--- src/rtl/mode7_line_setup.sv ---
// Per-scanline mode-7 setup: left-edge texture coordinate and per-pixel u/v strides from the frustum corners.
// Optional MODE7_SETUP_PIPE_MUL_EN registers the shared multiplier output (2 cycles per product, latency 13).
module mode7_line_setup #(
   parameter int CW         = 29,
   parameter int OW         = 33,
   parameter int STRIDE_MUL = 102
) (
   input  logic          clk_i,
   input  logic          reset_i,
   input  logic          start_i,
   input  logic [CW-1:0] a_u_i,
   input  logic [CW-1:0] a_v_i,
   input  logic [CW-1:0] b_u_i,
   input  logic [CW-1:0] b_v_i,
   input  logic [CW-1:0] c_u_i,
   input  logic [CW-1:0] c_v_i,
   input  logic [CW-1:0] d_u_i,
   input  logic [CW-1:0] d_v_i,
   input  logic [16:0]   one_over_y_i,
   output logic          busy_o,
   output logic          done_o,
   output logic [OW-1:0] line_u_o,
   output logic [OW-1:0] line_v_o,
   output logic [OW-1:0] u_stride_o,
   output logic [OW-1:0] v_stride_o
);

   // state | meaning
   // IDLE  | waiting for start; outputs hold the last line
   // LU    | left_u  = c_u + ((a_u - c_u) >>> 16) * 1/y
   // LV    | left_v  = c_v + ((a_v - c_v) >>> 16) * 1/y
   // RU    | right_u = d_u + ((b_u - d_u) >>> 16) * 1/y
   // RV    | right_v = d_v + ((b_v - d_v) >>> 16) * 1/y
   // SU    | u_stride = ((right_u - left_u) * STRIDE_MUL) >>> 16
   // SV    | v_stride likewise; all outputs load on leaving SV
   // DONE  | done pulse, back to IDLE

   localparam int SW = 36;
   localparam int MW = 45;
   localparam int FB = 16;

   typedef enum logic [2:0] {
      S_IDLE, S_LU, S_LV, S_RU, S_RV, S_SU, S_SV, S_DONE
   } state_t;

   state_t        state_q;
   logic [CW-1:0] a_u_q, a_v_q, b_u_q, b_v_q, c_u_q, c_v_q, d_u_q, d_v_q;
   logic [16:0]   oy_q;
   logic [SW-1:0] left_u_q, left_v_q, right_u_q, right_v_q;
   logic [OW-1:0] su_q;
   logic          busy_q, done_q;
   logic [OW-1:0] line_u_q, line_v_q, u_stride_q, v_stride_q;

   logic signed [CW-1:0] hi_s, lo_s;
   logic signed [CW:0]   diff_s, step_s;
   logic signed [SW-1:0] span_l_s, span_r_s;
   logic                 line_st;
   logic signed [MW-1:0] mul_a, mul_b, mul_p, prod;
   logic signed [SW-1:0] sum_d;
   logic signed [OW-1:0] stride_d;
   logic                 adv;

`ifdef MODE7_SETUP_PIPE_MUL_EN
   logic signed [MW-1:0] mul_q;
   logic                 phase_q;
   assign adv  = phase_q;
   assign prod = mul_q;
`else
   assign adv  = 1'b1;
   assign prod = mul_p;
`endif

   // Operand selection for the one shared multiplier; lo_s is also the base corner of the line sums.
   always_comb begin
      hi_s     = $signed(a_u_q);
      lo_s     = $signed(c_u_q);
      span_l_s = $signed(left_u_q);
      span_r_s = $signed(right_u_q);
      line_st  = 1'b1;
      case (state_q)
         S_LV: begin
            hi_s = $signed(a_v_q);
            lo_s = $signed(c_v_q);
         end
         S_RU: begin
            hi_s = $signed(b_u_q);
            lo_s = $signed(d_u_q);
         end
         S_RV: begin
            hi_s = $signed(b_v_q);
            lo_s = $signed(d_v_q);
         end
         S_SU: line_st = 1'b0;
         S_SV: begin
            line_st  = 1'b0;
            span_l_s = $signed(left_v_q);
            span_r_s = $signed(right_v_q);
         end
         default: ;
      endcase

      diff_s = {hi_s[CW-1], hi_s} - {lo_s[CW-1], lo_s};
      step_s = diff_s >>> FB;

      if (line_st) begin
         mul_a = MW'(step_s);
         mul_b = MW'($signed({1'b0, oy_q}));
      end else begin
         mul_a = MW'(span_r_s) - MW'(span_l_s);
         mul_b = MW'(STRIDE_MUL);
      end
      // Only the low MW bits of the product are ever needed, so an MW x MW multiply suffices.
      mul_p = mul_a * mul_b;

      sum_d    = SW'(lo_s) + SW'(prod);
      stride_d = OW'(prod >>> FB);
   end

   always_ff @(posedge clk_i) begin
      if (reset_i) begin
         state_q    <= S_IDLE;
         a_u_q      <= '0;
         a_v_q      <= '0;
         b_u_q      <= '0;
         b_v_q      <= '0;
         c_u_q      <= '0;
         c_v_q      <= '0;
         d_u_q      <= '0;
         d_v_q      <= '0;
         oy_q       <= '0;
         left_u_q   <= '0;
         left_v_q   <= '0;
         right_u_q  <= '0;
         right_v_q  <= '0;
         su_q       <= '0;
         busy_q     <= 1'b0;
         done_q     <= 1'b0;
         line_u_q   <= '0;
         line_v_q   <= '0;
         u_stride_q <= '0;
         v_stride_q <= '0;
`ifdef MODE7_SETUP_PIPE_MUL_EN
         mul_q      <= '0;
         phase_q    <= 1'b0;
`endif
      end else begin
`ifdef MODE7_SETUP_PIPE_MUL_EN
         mul_q <= mul_p;
         if (state_q inside {S_LU, S_LV, S_RU, S_RV, S_SU, S_SV})
            phase_q <= ~phase_q;
         else
            phase_q <= 1'b0;
`endif
         case (state_q)
            S_IDLE: begin
               done_q <= 1'b0;
               if (start_i) begin
                  a_u_q   <= a_u_i;
                  a_v_q   <= a_v_i;
                  b_u_q   <= b_u_i;
                  b_v_q   <= b_v_i;
                  c_u_q   <= c_u_i;
                  c_v_q   <= c_v_i;
                  d_u_q   <= d_u_i;
                  d_v_q   <= d_v_i;
                  oy_q    <= one_over_y_i;
                  busy_q  <= 1'b1;
                  state_q <= S_LU;
               end
            end
            S_LU: if (adv) begin
               left_u_q <= sum_d;
               state_q  <= S_LV;
            end
            S_LV: if (adv) begin
               left_v_q <= sum_d;
               state_q  <= S_RU;
            end
            S_RU: if (adv) begin
               right_u_q <= sum_d;
               state_q   <= S_RV;
            end
            S_RV: if (adv) begin
               right_v_q <= sum_d;
               state_q   <= S_SU;
            end
            S_SU: if (adv) begin
               su_q    <= stride_d;
               state_q <= S_SV;
            end
            S_SV: if (adv) begin
               line_u_q   <= left_u_q[OW-1:0];
               line_v_q   <= left_v_q[OW-1:0];
               u_stride_q <= su_q;
               v_stride_q <= stride_d;
               done_q     <= 1'b1;
               busy_q     <= 1'b0;
               state_q    <= S_DONE;
            end
            S_DONE: begin
               done_q  <= 1'b0;
               state_q <= S_IDLE;
            end
            default: state_q <= S_IDLE;
         endcase
      end
   end

   assign busy_o     = busy_q;
   assign done_o     = done_q;
   assign line_u_o   = line_u_q;
   assign line_v_o   = line_v_q;
   assign u_stride_o = u_stride_q;
   assign v_stride_o = v_stride_q;

endmodule

--- config.mk ---
export PLATFORM = sky130hd
export DESIGN_NAME = mode7_line_setup
export DESIGN_NICKNAME = d
export VERILOG_FILES = /design/src/rtl/mode7_line_setup.sv
export SDC_FILE = /design/constraint.sdc
export NUM_CORES = 2
export LEC_CHECK = 0
export CORE_MARGIN = 2
export CORE_UTILIZATION = 52
export CTS_CLUSTER_DIAMETER = 100
export DETAILED_ROUTE_END_ITERATION = 7
export GPL_ROUTABILITY_DRIVEN = 0
export PLACE_DENSITY = 0.82
export SLEW_MARGIN = 10
export SYNTH_ARGS = -nofsm -noshare
export SYNTH_HDL_FRONTEND = slang
export SYNTH_SLANG_ARGS = --single-unit
export TNS_END_PERCENT = 50
--- constraint.sdc ---
create_clock -name clk_i -period 14.82 [get_ports clk_i]
set_clock_uncertainty 0.2 [all_clocks]
set_input_delay 2.964 -clock clk_i [delete_from_list [all_inputs] [get_ports clk_i]]
set_output_delay 2.964 -clock clk_i [all_outputs]
set_load 0.05 [all_outputs]
==> qor_table.md <==
| Metric | This run |
|:---|:---|
| Post-detailed-route wirelength per cell | 20.31 um |
| First-pass GRT wire length | 224.5 mm |
| Maximum number of pins on one net before global-route repair | 242 |
| Instance count along the most critical hold path | 2 |
| 1st-pass router iterations | 6 |
| Number of buffers on the longest clock path | 3 |
| Data required time of the critical path | 15100 ps |
| Die Span X | 298.6 um |
| CTS tree | done |
| Capturing point of the worst reg2reg path | left_u_q[35] |
| Fraction of final layout cells with drive strength greater than 1 | 3.151% |
| Count of boundary I/O pins | 386 |
| Dominant cell type by count on the critical path | fa_1 |
| Number of core rows | 108 |
| Critical path destination | left_u_q[35] |
| Mux share of post-synthesis cell area | 1.472% |
| Total congestion overflow | 0 |
| Detailed-route via count | 41420 |
| CTS Buf Count | 58 |
| Instance count on the critical path | 44 |
| Via count of the first global-routing pass | 41050 |
| Hold Path Origin | v_stride_o[2] |
| Worst Tran Pin Value | 1290 ps |
| Num Clock Sinks | 551 |
| Share of flip-flops with an asynchronous set or reset after synthesis | 0% |
| Post-DP HPWL | 110.0 mm |
| Crit path kind | reg2reg |
| Remaining antenna violation count | 0 |
| Number of different library cells in the post-synthesis netlist | 77 |
| Initial drt markers | 4423 |
| Adder and majority cell fraction of the synthesized area | 28.19% |
| Clock latency at the later pin of the worst-skew pair | 650 ps |
| Crit. End Element | flop |
| Final slew viol count | 0 |
| #FFs+latches synth | 551 |
| H-tree lvl count | 2 |
| Number of buffers and inverters on the critical path | 6 |
| Fraction of the yosys area taken by sequential cells | 24.44% |
| Area fraction in compound gates after synthesis | 15.19% |
| Highest-count cells in the layout ignoring fill and taps | nand2_1 (1445), inv_1 (709), a21oi_1 (635) |
| Die Span Y | 298.6 um |
| Total wire length after detailed routing | 144.3 mm |
| Core occupancy in the finished layout | 59.72% |
| Critical Path AT | 14280 ps |
| Hold buffer count at cts | 0 |
| # setup viols final | 0 |
| R2R Path Start | state_q[2] |
| Area of the core | 0.08635 mm^2 |
| Most frequently used flop master after synthesis | dfxtp_1 |
| CP max-delay cell | o21ai_4 |
| Max cap viols | 0 |
| Worst-path clk slew | 70 ps |
| Number of nets at the end of the flow | 6855 |
| CTS root buffer | clkbuf_16 |
| Worst Setup Start Kind | flop |
| Tcrit/Tclk final | 94.46% |
| Classification of the worst-slack hold path | reg2reg |
| Worst Setup Slack, final | 821.2 ps |
| Number of vias per cell | 5.830 |
| Most common cell after layout, fill and taps aside | nand2_1 |
| Slowest cell delay on critical path | 770 ps |
| Crit-path leading delay family | compound AO/OA/AOI/OAI gates |
| Xor/xnor share of the synthesized area | 2.598% |
| Start point of the critical path | state_q[2] |
| Synthesized area per cell | 7.863 um^2 |
| Port Buf Inserts | 385 |
| Setup slack, reg-to-reg | 820 ps |
| Syn Nets | 6704 |
| Result of the run | complete, no violations |
| Max Clock Freq | 71.43 MHz |
| Initial Utilization | 52.27% |
| Number of hold violations in the final report | 0 |
| Antenna violations before repair | 14 |
| Resize count post-CTS | 0 |
| Main combinational cell family by area after synthesis | adder cells |
| Setup TNS after final layout | 0 ps |
| Crit path time final | 14000 ps |
| Count of flip-flops with a built-in enable after synthesis | 0 |
| Post-synthesis share of cell area spent on and, or, nand and nor gates | 19.16% |
| Cell count after synthesis | 5740 |
| Die outline area | 0.08916 mm^2 |
| Post-synth design cell area | 0.04513 mm^2 |
| Residual DRC | 0 |
| Worst reg-to-reg path cell count | 44 |
| Relative max-transition margin | 13.97% |
| Largest fanout on the critical path | 47 |
| Setup fix buffers added after clock tree synthesis | 0 |
| Global router's overall resource usage | 31.88% |
| Syn. warnings | 0 |
| Layout overhead on the synthesized area | 14.25% |
| Setup slack at placement | 1105 ps |
## worst min path at each step
stage                     end
6_report        v_stride_o[2]
5_1_grt        u_stride_o[15]
3_5_place_dp   u_stride_o[10]
4_1_cts             c_v_q[10]
2_1_floorplan        a_u_q[0]
3_3_place_gp    u_stride_o[3]
## worst register-to-register path: cells and delay by family, from the launching register on
kind	cells	cell delay, ps
fa+ha+maj	8	3670
xor+xnor	2	710
simple gates	10	2520
buf+inv	6	1290
compound gates	18	4680
flops	1	760
## cells in the mapped netlist, types with 22 or more instances
cell type / number / area [um^2]
nand2_1: 1447 / 5431
inv_1: 709 / 2661
a21oi_1: 635 / 3178
dfxtp_1: 551 / 11030
fa_1: 507 / 10150
clkbuf_1: 302 / 1134
nor2_1: 294 / 1104
ha_1: 205 / 2565
o21ai_0: 105 / 525.5
xnor2_1: 96 / 840.8
nand3_1: 87 / 435.4
a21o_1: 74 / 555.5
mux2i_1: 63 / 630.6
a221o_1: 53 / 530.5
and2_1: 46 / 287.8
a21boi_0: 39 / 292.8
xor2_1: 36 / 315.3
nor2b_1: 35 / 219.0
nor3_1: 34 / 170.2
o21a_1: 32 / 240.2
a211oi_1: 29 / 217.7
o211ai_1: 25 / 187.7
nand2b_1: 24 / 150.1
nand4_1: 24 / 150.1
buf_1: 22 / 82.58
nand3b_1: 22 / 165.2
## cell type report
cell class / count / area, um^2
fillers: 7413 / 34780
multi-input cells: 4128 / 30120
flip-flops and latches: 551 / 11030
repair buffers: 443 / 4348
inverters: 709 / 2661
clock buffers: 80 / 1625
well taps: 1155 / 1445
clock inverters: 24 / 292.8
diodes: 14 / 35.03
## routing by layer
layer,global-route usage [%],routed length [um],vias to the layer above
met5,0,11,-
met4,20.29,10400,2
met3,7.437,15830,562
met2,52.25,66730,2407
met1,37.76,51300,19820
li1,-,-,18630
## metrics by stage
step	hold WS (ps)	area, um^2	instances
2_1_floorplan	231.1	45130	5740
3_3_place_gp	238.6	49600	6986
3_5_place_dp	245.0	49600	6986
4_1_cts	254.0	51520	7090
5_1_grt	264.0	51560	7101
6_report	250.3	51560	7104
## logic make-up after synthesis
group	after synthesis
xor+xnor	133
compound gates	1126
buf+inv	1061
flops	551
fa+ha+maj	713
mux	66
simple gates	2090
## flip-flops by register name, summed over array words and instances (netlist names)
name / flops
su_q: 29
line_u_o: 33
d_u_q: 29
b_v_q: 29
a_u_q: 29
right_v_q: 36
line_v_o: 33
oy_q: 17
left_v_q: 36
right_u_q: 36
c_v_q: 29
busy_o: 1
d_v_q: 29
a_v_q: 29
b_u_q: 29
u_stride_o: 29
v_stride_o: 29
state_q: 3
c_u_q: 29
done_o: 1
left_u_q: 36
Power is left out: the tool's default activity adds up to more than one toggle a clock period on the data nets, which glitch-free logic cannot reach.
